<file path="src/rtl/instr_decode_pkg.sv">
// Shared opcode map, instruction classes and DISPC field layout
// for the registered instruction decode stage.
package instr_decode_pkg;

  typedef enum logic [2:0] {
    CLS_MEM,
    CLS_BRANCH,
    CLS_ALU_REG,
    CLS_ALU_LIT,
    CLS_DISP,
    CLS_SYS,
    CLS_ILLEGAL
  } instr_class_t;

  typedef enum logic {
    IDLE,
    EMIT
  } dec_state_t;

  localparam logic [5:0] OP_NOOP  = 6'h00;
  localparam logic [5:0] OP_EXIT  = 6'h01;
  localparam logic [5:0] OP_LD    = 6'h18;
  localparam logic [5:0] OP_ST    = 6'h19;
  localparam logic [5:0] OP_DISPC = 6'h1A;
  localparam logic [5:0] OP_JMP   = 6'h1B;
  localparam logic [5:0] OP_BEQ   = 6'h1C;
  localparam logic [5:0] OP_BNE   = 6'h1D;
  localparam logic [5:0] OP_LDR   = 6'h1F;

  // DISPC word: opcode | type | charA | charB | ... (MSB first)
  localparam int OPC_W    = 6;
  localparam int TYPE_W   = 2;
  localparam int TYPE_LSB = 32 - OPC_W - TYPE_W;

  function automatic int char_lsb(int idx, int char_w);
    return TYPE_LSB - (idx + 1) * char_w;
  endfunction

  function automatic int disp_bits(int chars, int char_w);
    return OPC_W + TYPE_W + chars * char_w;
  endfunction

  // ALU function codes 7 and F are holes in both ALU groups
  function automatic logic alu_fn_ok(logic [3:0] fn);
    return (fn != 4'h7) && (fn != 4'hF);
  endfunction

  function automatic instr_class_t class_of(logic [5:0] op);
    instr_class_t c;
    logic is_mem, is_br, is_areg, is_alit, is_disp, is_sys;
    c       = CLS_ILLEGAL;
    is_mem  = (op == OP_LD) || (op == OP_ST)
           || (op == OP_LDR);
    is_br   = (op == OP_JMP) || (op == OP_BEQ)
           || (op == OP_BNE);
    is_areg = (op[5:4] == 2'b10) && alu_fn_ok(op[3:0]);
    is_alit = (op[5:4] == 2'b11) && alu_fn_ok(op[3:0]);
    is_disp = (op == OP_DISPC);
    is_sys  = (op == OP_EXIT) || (op == OP_NOOP);
    unique case (1'b1)
      is_mem:  c = CLS_MEM;
      is_br:   c = CLS_BRANCH;
      is_areg: c = CLS_ALU_REG;
      is_alit: c = CLS_ALU_LIT;
      is_disp: c = CLS_DISP;
      is_sys:  c = CLS_SYS;
      default: c = CLS_ILLEGAL;
    endcase
    return c;
  endfunction

endpackage

</file>
<file path="src/rtl/instr_decode_stage_char_serializer.sv">
// Streams the non-NUL characters of a latched DISPC word,
// lowest index (charA) first.
module instr_decode_stage_char_serializer #(
  parameter int CHAR_W = 7,
  parameter int CHARS  = 3
) (
  input  logic                           clk,
  input  logic                           reset,
  input  logic                           flush,
  input  logic                           load,
  input  logic [CHARS-1:0][CHAR_W-1:0]   load_chars,
  input  logic                           chr_ready,
  output logic                           chr_valid,
  output logic [CHAR_W-1:0]              chr_data,
  output logic                           chr_last
);

  logic [CHARS-1:0][CHAR_W-1:0] chars;
  logic [CHARS-1:0] mask;
  logic [CHARS-1:0] first;
  logic [CHARS-1:0] nonnul;

  // NUL mask of the incoming word and lowest pending character
  always_comb begin
    for (int i = 0; i < CHARS; i++) begin
      nonnul[i] = |load_chars[i];
    end
    first = mask & (~mask + 1'b1);
  end

  // Output mux driven by the one-hot next-character select
  always_comb begin
    chr_data = '0;
    for (int i = 0; i < CHARS; i++) begin
      if (first[i]) chr_data = chars[i];
    end
    chr_valid = |mask;
    chr_last  = chr_valid && ((mask & ~first) == '0);
  end

  // Latch on load, retire one character per handshake
  always_ff @(posedge clk or posedge reset) begin
    if (reset) begin
      chars <= '0;
      mask  <= '0;
    end else if (flush) begin
      mask <= '0;
    end else if (load) begin
      chars <= load_chars;
      mask  <= nonnul;
    end else if (chr_valid && chr_ready) begin
      mask <= mask & ~first;
    end
  end

endmodule

</file>
<file path="src/rtl/instr_decode_stage.sv">
// Registered, back-pressurable instruction decode stage with
// a DISPC character serialiser.
module instr_decode_stage
  import instr_decode_pkg::*;
#(
  parameter int DATA_W = 32,
  parameter int REG_W  = 5,
  parameter int CHAR_W = 7,
  parameter int CHARS  = 3
) (
  input  logic              clk,
  input  logic              reset,
  input  logic              flush,
  input  logic              in_valid,
  output logic              in_ready,
  input  logic [31:0]       in_instr,
  output logic              dec_valid,
  input  logic              dec_ready,
  output logic [5:0]        dec_opcode,
  output instr_class_t      dec_class,
  output logic [REG_W-1:0]  dec_rc,
  output logic [REG_W-1:0]  dec_ra,
  output logic [REG_W-1:0]  dec_rb,
  output logic [DATA_W-1:0] dec_lit,
  output logic              dec_illegal,
  output logic              chr_valid,
  input  logic              chr_ready,
  output logic [CHAR_W-1:0] chr_data,
  output logic [1:0]        chr_type,
  output logic              chr_last
);

  localparam int LIT_W  = 32 - OPC_W - 2 * REG_W;
  localparam int RC_MSB = 31 - OPC_W;
  localparam int RA_MSB = RC_MSB - REG_W;
  localparam int RB_MSB = RA_MSB - REG_W;

  if (disp_bits(CHARS, CHAR_W) > 32) begin : g_bad_layout
    $error("DISPC layout does not fit in 32 bits");
  end

  dec_state_t state;
  logic accept;
  logic is_disp;
  logic any_chr;
  logic chr_done;
  logic [5:0] op;
  instr_class_t cls;
  logic [CHARS-1:0][CHAR_W-1:0] word_chars;

  assign in_ready = (state == IDLE) && !flush
                 && (!dec_valid || dec_ready);
  assign accept   = in_valid && in_ready;
  assign op       = in_instr[31:26];
  assign cls      = class_of(op);
  assign is_disp  = (cls == CLS_DISP);
  assign chr_done = chr_valid && chr_ready && chr_last;

  // Unpack the DISPC character fields, charA first
  always_comb begin
    any_chr = 1'b0;
    for (int i = 0; i < CHARS; i++) begin
      word_chars[i] = in_instr[char_lsb(i, CHAR_W) +: CHAR_W];
      any_chr = any_chr || (|word_chars[i]);
    end
  end

  instr_decode_stage_char_serializer #(
    .CHAR_W (CHAR_W),
    .CHARS  (CHARS)
  ) u_ser (
    .clk        (clk),
    .reset      (reset),
    .flush      (flush),
    .load       (accept && is_disp),
    .load_chars (word_chars),
    .chr_ready  (chr_ready),
    .chr_valid  (chr_valid),
    .chr_data   (chr_data),
    .chr_last   (chr_last)
  );

  // Stage FSM and decode output register
  always_ff @(posedge clk or posedge reset) begin
    if (reset) begin
      state       <= IDLE;
      dec_valid   <= 1'b0;
      dec_opcode  <= '0;
      dec_class   <= CLS_MEM;
      dec_rc      <= '0;
      dec_ra      <= '0;
      dec_rb      <= '0;
      dec_lit     <= '0;
      dec_illegal <= 1'b0;
      chr_type    <= '0;
    end else if (flush) begin
      state     <= IDLE;
      dec_valid <= 1'b0;
    end else begin
      if (accept && !is_disp) begin
        dec_valid   <= 1'b1;
        dec_opcode  <= op;
        dec_class   <= cls;
        dec_rc      <= in_instr[RC_MSB -: REG_W];
        dec_ra      <= in_instr[RA_MSB -: REG_W];
        dec_rb      <= in_instr[RB_MSB -: REG_W];
        dec_lit     <= DATA_W'($signed(in_instr[LIT_W-1:0]));
        dec_illegal <= (cls == CLS_ILLEGAL);
      end else if (dec_ready) begin
        dec_valid <= 1'b0;
      end
      unique case (state)
        IDLE: begin
          if (accept && is_disp) begin
            chr_type <= in_instr[TYPE_LSB +: TYPE_W];
            if (any_chr) state <= EMIT;
          end
        end
        EMIT: begin
          if (chr_done) state <= IDLE;
        end
        default: state <= IDLE;
      endcase
    end
  end

endmodule

</file>
<file path="config.mk">
export PLATFORM = sky130hd
export DESIGN_NAME = instr_decode_stage
export DESIGN_NICKNAME = d
export VERILOG_FILES = /design/src/rtl/instr_decode_pkg.sv /design/src/rtl/instr_decode_stage_char_serializer.sv /design/src/rtl/instr_decode_stage.sv
export SDC_FILE = /design/constraint.sdc
export NUM_CORES = 1
export LEC_CHECK = 0
export BUFFER_PORTS_ARGS = -buffer_cell sky130_fd_sc_hd__buf_2
export CORE_AREA = 2 2 98 100
export DETAILED_ROUTE_END_ITERATION = 10
export DIE_AREA = 0 0 100 102
export PLACE_DENSITY_LB_ADDON = 0.05
export SETUP_SLACK_MARGIN = 0.15
export SYNTH_ARGS = -nofsm -noshare
export SYNTH_HDL_FRONTEND = slang
export SYNTH_HIERARCHICAL = 1
export SYNTH_SLANG_ARGS = --single-unit
</file>
<file path="constraint.sdc">
create_clock -name clk -period 2 [get_ports clk]
set_input_delay 0.1 -clock clk [delete_from_list [all_inputs] [get_ports clk]]
set_output_delay 0.1 -clock clk [all_outputs]
set_load 0.02 [all_outputs]
</file>
==> impl_results.html <==
<table>
<tr><th>Metric</th><th>Value</th></tr>
<tr><th colspan="2">Status</th></tr>
<tr><td>Run status</td><td>complete, no violations</td></tr>
<tr><th colspan="2">Final layout</th></tr>
<tr><td>Final standard cell count with taps included and fillers excluded</td><td>468</td></tr>
<tr><td>Area occupied by registers</td><td>0.001605 mm²</td></tr>
<tr><td>Utilization after layout</td><td>44.08%</td></tr>
<tr><td>Area growth from synthesis to layout</td><td>27.70%</td></tr>
<tr><td>Multi-input logic area</td><td>0.001329 mm²</td></tr>
<tr><td>Share of final-layout standard cells stronger than drive strength 1</td><td>57.70%</td></tr>
<tr><td>Nets</td><td>391</td></tr>
<tr><td>N_diodes</td><td>0</td></tr>
<tr><td>Summed area of non-filler cells in the final layout</td><td>0.004015 mm²</td></tr>
<tr><td># fillers</td><td>908</td></tr>
<tr><th colspan="2">Clock tree</th></tr>
<tr><td>TritonCTS clock tree</td><td>done</td></tr>
<tr><td>Cts bufs inserted</td><td>9</td></tr>
<tr><td>Clock sink total</td><td>64</td></tr>
<tr><td>Clock transition at the registers of the reported paths</td><td>0.07 ns</td></tr>
<tr><td>Cell at the root of the clock tree</td><td>clkbuf_8</td></tr>
<tr><td>H-tree lvl count</td><td>3</td></tr>
<tr><td>Clk buf depth</td><td>2</td></tr>
<tr><td>Worst skew pair latency</td><td>0.34 ns</td></tr>
<tr><th colspan="2">Die</th></tr>
<tr><td>Placeable core area</td><td>0.009109 mm²</td></tr>
<tr><td>Die Span X</td><td>100 µm</td></tr>
<tr><td>Initial cell density of the core</td><td>34.52%</td></tr>
<tr><td>Row Count</td><td>35</td></tr>
<tr><td>Y dimension of the die</td><td>102 µm</td></tr>
<tr><td>Area of the die</td><td>0.01020 mm²</td></tr>
<tr><td>Number of ports placed on the die boundary</td><td>108</td></tr>
<tr><th colspan="2">Power</th></tr>
<tr><td>P per Cell Area</td><td>826.1 mW/mm²</td></tr>
<tr><td>Peak supply drop</td><td>0.0002816 V</td></tr>
<tr><td>Total leakage power</td><td>1.966 nW</td></tr>
<tr><td>Power, Total</td><td>3.317 mW</td></tr>
<tr><th colspan="2">Place</th></tr>
<tr><td>Post-detailed-placement cell area</td><td>0.003657 mm²</td></tr>
<tr><td>Port Buffer Count</td><td>107</td></tr>
<tr><td>Cell total after placement</td><td>441</td></tr>
<tr><td>Post-detail-place hpwl</td><td>5.450 mm</td></tr>
<tr><td>Routability cong.</td><td>0.7603</td></tr>
<tr><td>Worst-case setup slack after placement</td><td>0.08510 ns</td></tr>
<tr><th colspan="2">Critical path</th></tr>
<tr><td>Family with the most delay on the worst path</td><td>simple AND/OR/NAND/NOR gates</td></tr>
<tr><td>Maximum fanout along the worst path</td><td>11</td></tr>
<tr><td>Largest stage delay on the critical path</td><td>0.40 ns</td></tr>
<tr><td>Arrival time at the worst endpoint</td><td>2.11 ns</td></tr>
<tr><td>Slowest cell on crit path</td><td>dfrtp_2</td></tr>
<tr><td>Critical path, cell by cell</td><td>nor2b_4 -&gt; nor4b_4 -&gt; and4_4 -&gt; and2b_4 -&gt; buf_12 -&gt; mux2_2</td></tr>
<tr><td>Launching element type of the critical path</td><td>flop</td></tr>
<tr><td>Required time of the critical path</td><td>2.22 ns</td></tr>
<tr><td>Type of the worst setup path</td><td>reg -&gt; reg</td></tr>
<tr><td>Sort of element at the end of the critical path</td><td>flop</td></tr>
<tr><td>Number of buffers and inverters on the critical path</td><td>1</td></tr>
<tr><th colspan="2">Drt</th></tr>
<tr><td>Detailed Routing Iterations Pass 1</td><td>4</td></tr>
<tr><td>Per-cell via count in the routed design</td><td>4.968</td></tr>
<tr><td>Detailed-route via count</td><td>2,325</td></tr>
<tr><td>Number of design rule violations left after detail routing</td><td>0</td></tr>
<tr><td>Drt total wl</td><td>8.022 mm</td></tr>
<tr><td>Average detailed-routed wire length per instance</td><td>17.14 µm</td></tr>
<tr><td>DRT iter0 DRCs</td><td>75</td></tr>
<tr><td>Antenna-violating nets left</td><td>0</td></tr>
<tr><th colspan="2">Timing</th></tr>
<tr><td>Final worst slack</td><td>0.1086 ns</td></tr>
<tr><td>Max_slew headroom</td><td>53.89%</td></tr>
<tr><td>Total Negative Setup Slacks</td><td>0 ns</td></tr>
<tr><td>Setup Skew</td><td>0.005558 ns</td></tr>
<tr><td>Hold Worst Slack</td><td>0.03899 ns</td></tr>
<tr><td>Number of max-slew violations in the final report</td><td>0</td></tr>
<tr><td>Setup Viol. Count Final</td><td>0</td></tr>
<tr><td>Slew at the pin closest to its max-slew limit</td><td>0.6907 ns</td></tr>
<tr><td>Post-route clock period utilization</td><td>94.57%</td></tr>
<tr><td>Final count of hold timing violations</td><td>0</td></tr>
<tr><td>Time the worst path needs with I/O delays and setup</td><td>1.891 ns</td></tr>
<tr><td>Highest clock frequency the design can meet</td><td>0.5287 GHz</td></tr>
<tr><td>Setup repair after global routing missed its margin</td><td>yes</td></tr>
<tr><th colspan="2">Global route</th></tr>
<tr><td>Maximum number of pins on one net before global-route repair</td><td>31</td></tr>
<tr><td>Vias in the first global route</td><td>2,263</td></tr>
<tr><td>Overflow after GRT</td><td>0</td></tr>
<tr><td>Wire length of the first global-routing pass</td><td>12.53 mm</td></tr>
<tr><td>Total routing usage reported by global routing</td><td>16.29%</td></tr>
<tr><td>Number of antenna violations at the first check in global routing</td><td>0</td></tr>
<tr><th colspan="2">Yosys</th></tr>
<tr><td>Number of unique standard cell types used by synthesis</td><td>44</td></tr>
<tr><td>Sequential element share of the synthesized area</td><td>50.94%</td></tr>
<tr><td>Synth Instances</td><td>248</td></tr>
<tr><td>Number of synthesized register bits</td><td>64</td></tr>
<tr><td>Synthesized netlist net count</td><td>286</td></tr>
<tr><td>Mean instance size in the synthesized netlist</td><td>12.68 µm²</td></tr>
<tr><td>Netlist area before placement</td><td>0.003144 mm²</td></tr>
<tr><td>Yosys warning count</td><td>6</td></tr>
<tr><th colspan="2">Flow run</th></tr>
<tr><td>Max capacitance violation total</td><td>0</td></tr>
<tr><th colspan="2">Worst hold path</th></tr>
<tr><td>Classification of the worst-slack hold path</td><td>in -&gt; reg</td></tr>
</table>
-- power by group --
part | internal, mW | switching (mW) | leakage, nW
sequential | 1.44 | 0.0838 | 0.806
combinational | 0.347 | 0.486 | 1.08
clock | 0.478 | 0.479 | 0.0805
-- cell families after synthesis --
| group | after synthesis | synth area share (%) |
|---|---|---|
| multiplexers | 59 | 22.32 |
| buffers and inverters | 36 | 8.277 |
| XOR/XNOR | 1 | 0.2786 |
| AO/OA/AOI/OAI | 34 | 6.765 |
| AND/OR/NAND/NOR | 54 | 11.42 |
| flip-flops | 64 | 50.94 |
-- layout make-up --
class	count	share of cell area [%]
multi-input cells	148	33.09
clock inverters	1	0.1246
inverters	3	0.2805
well taps	111	3.459
flip-flops and latches	64	39.98
clock buffers	14	3.802
repair buffers	127	19.26
-- worst paths after layout --
kind	cells after the start	to	slack (ns)	from
setup / recovery	6	u_ser/chars[19]	0.11	dec_valid
hold / removal	2	u_ser/chars[14]	0.04	in_instr[3]
setup reg to reg	6	u_ser/chars[19]	0.11	dec_valid
hold reg to reg	1	dec_opcode[4]	0.50	dec_opcode[4]
max in group asynchronous	4	dec_opcode[1]	0.98	reset
min in group asynchronous	4	u_ser/chars[2]	0.37	reset
-- cell usage after synthesis (all sizes together) --
cell | n | area (µm²)
clkbuf | 1 | 3.750
buf | 32 | 245.2
nand4 | 2 | 12.51
a41oi | 1 | 8.760
nand2 | 14 | 55.06
a22o | 1 | 8.760
nor3 | 4 | 20.02
o22ai | 1 | 6.260
a21oi | 11 | 55.05
or4 | 4 | 33.78
o21a | 2 | 15.01
mux2 | 59 | 701.9
nand3 | 2 | 15.01
o31ai | 2 | 15.01
and3b | 7 | 61.31
or4b | 1 | 10.01
nor4b | 1 | 23.77
nor4 | 4 | 25.02
o41ai | 2 | 25.03
or3 | 2 | 13.77
and4 | 1 | 10.01
xor2 | 1 | 8.760
o21ai | 12 | 60.06
and4b | 1 | 10.01
dfrtp | 64 | 1602
nor2 | 6 | 22.52
and2 | 2 | 13.77
a32o | 1 | 10.01
and2b | 2 | 18.77
inv | 3 | 11.26
a32oi | 1 | 8.760
nor2b | 1 | 13.76
-- sequential cells by signal (all words and copies together) (netlist names), 2 cells and up --
name / count
u_ser/chars: 21
dec_opcode: 6
dec_class: 3
dec_lit: 11
dec_rc: 5
u_ser/mask: 3
dec_ra: 5
chr_type: 2
dec_rb: 5
-- cells in the final DEF (no fill, tap or decap), drive strengths merged, types with 3 or more instances in the layout --
master       synthesis  final
nor3                 4      4
nand2               14     14
clkbuf               1     14
dlygate4sd3          0      6
buf                 32    121
inv                  3      3
o21ai               12     12
nor2                 6      6
or4                  4      4
nor4                 4      4
and3b                7      7
a21oi               11     11
dfrtp               64     64
mux2                59     59
-- layer usage --
| layer | vias to the layer above | GRT usage [%] | wire length, µm | part of all wire (%) |
|---|---|---|---|---|
| met3 | 10 | 3.283 | 401 | 5.0 |
| met4 | 0 | 6.639 | 108 | 1.3 |
| li1 | 1092 | - | - | - |
| met1 | 1143 | 22.81 | 3877 | 48 |
| met2 | 80 | 24.84 | 3633 | 45 |
| met5 | - | 0 | 0 | 0 |
-- what timing repair did --
item / CTS / global route
endpoints found under the setup margin: 22 / 28
gates cloned: 2 / 0
endpoints found under the hold margin: 58 / 0
pin swaps: 2 / 2
resized for setup: 3 / 16
hold buffers: 6 / 0
buffers inserted: 2 / 2
(Power assumes the default switching activity.)
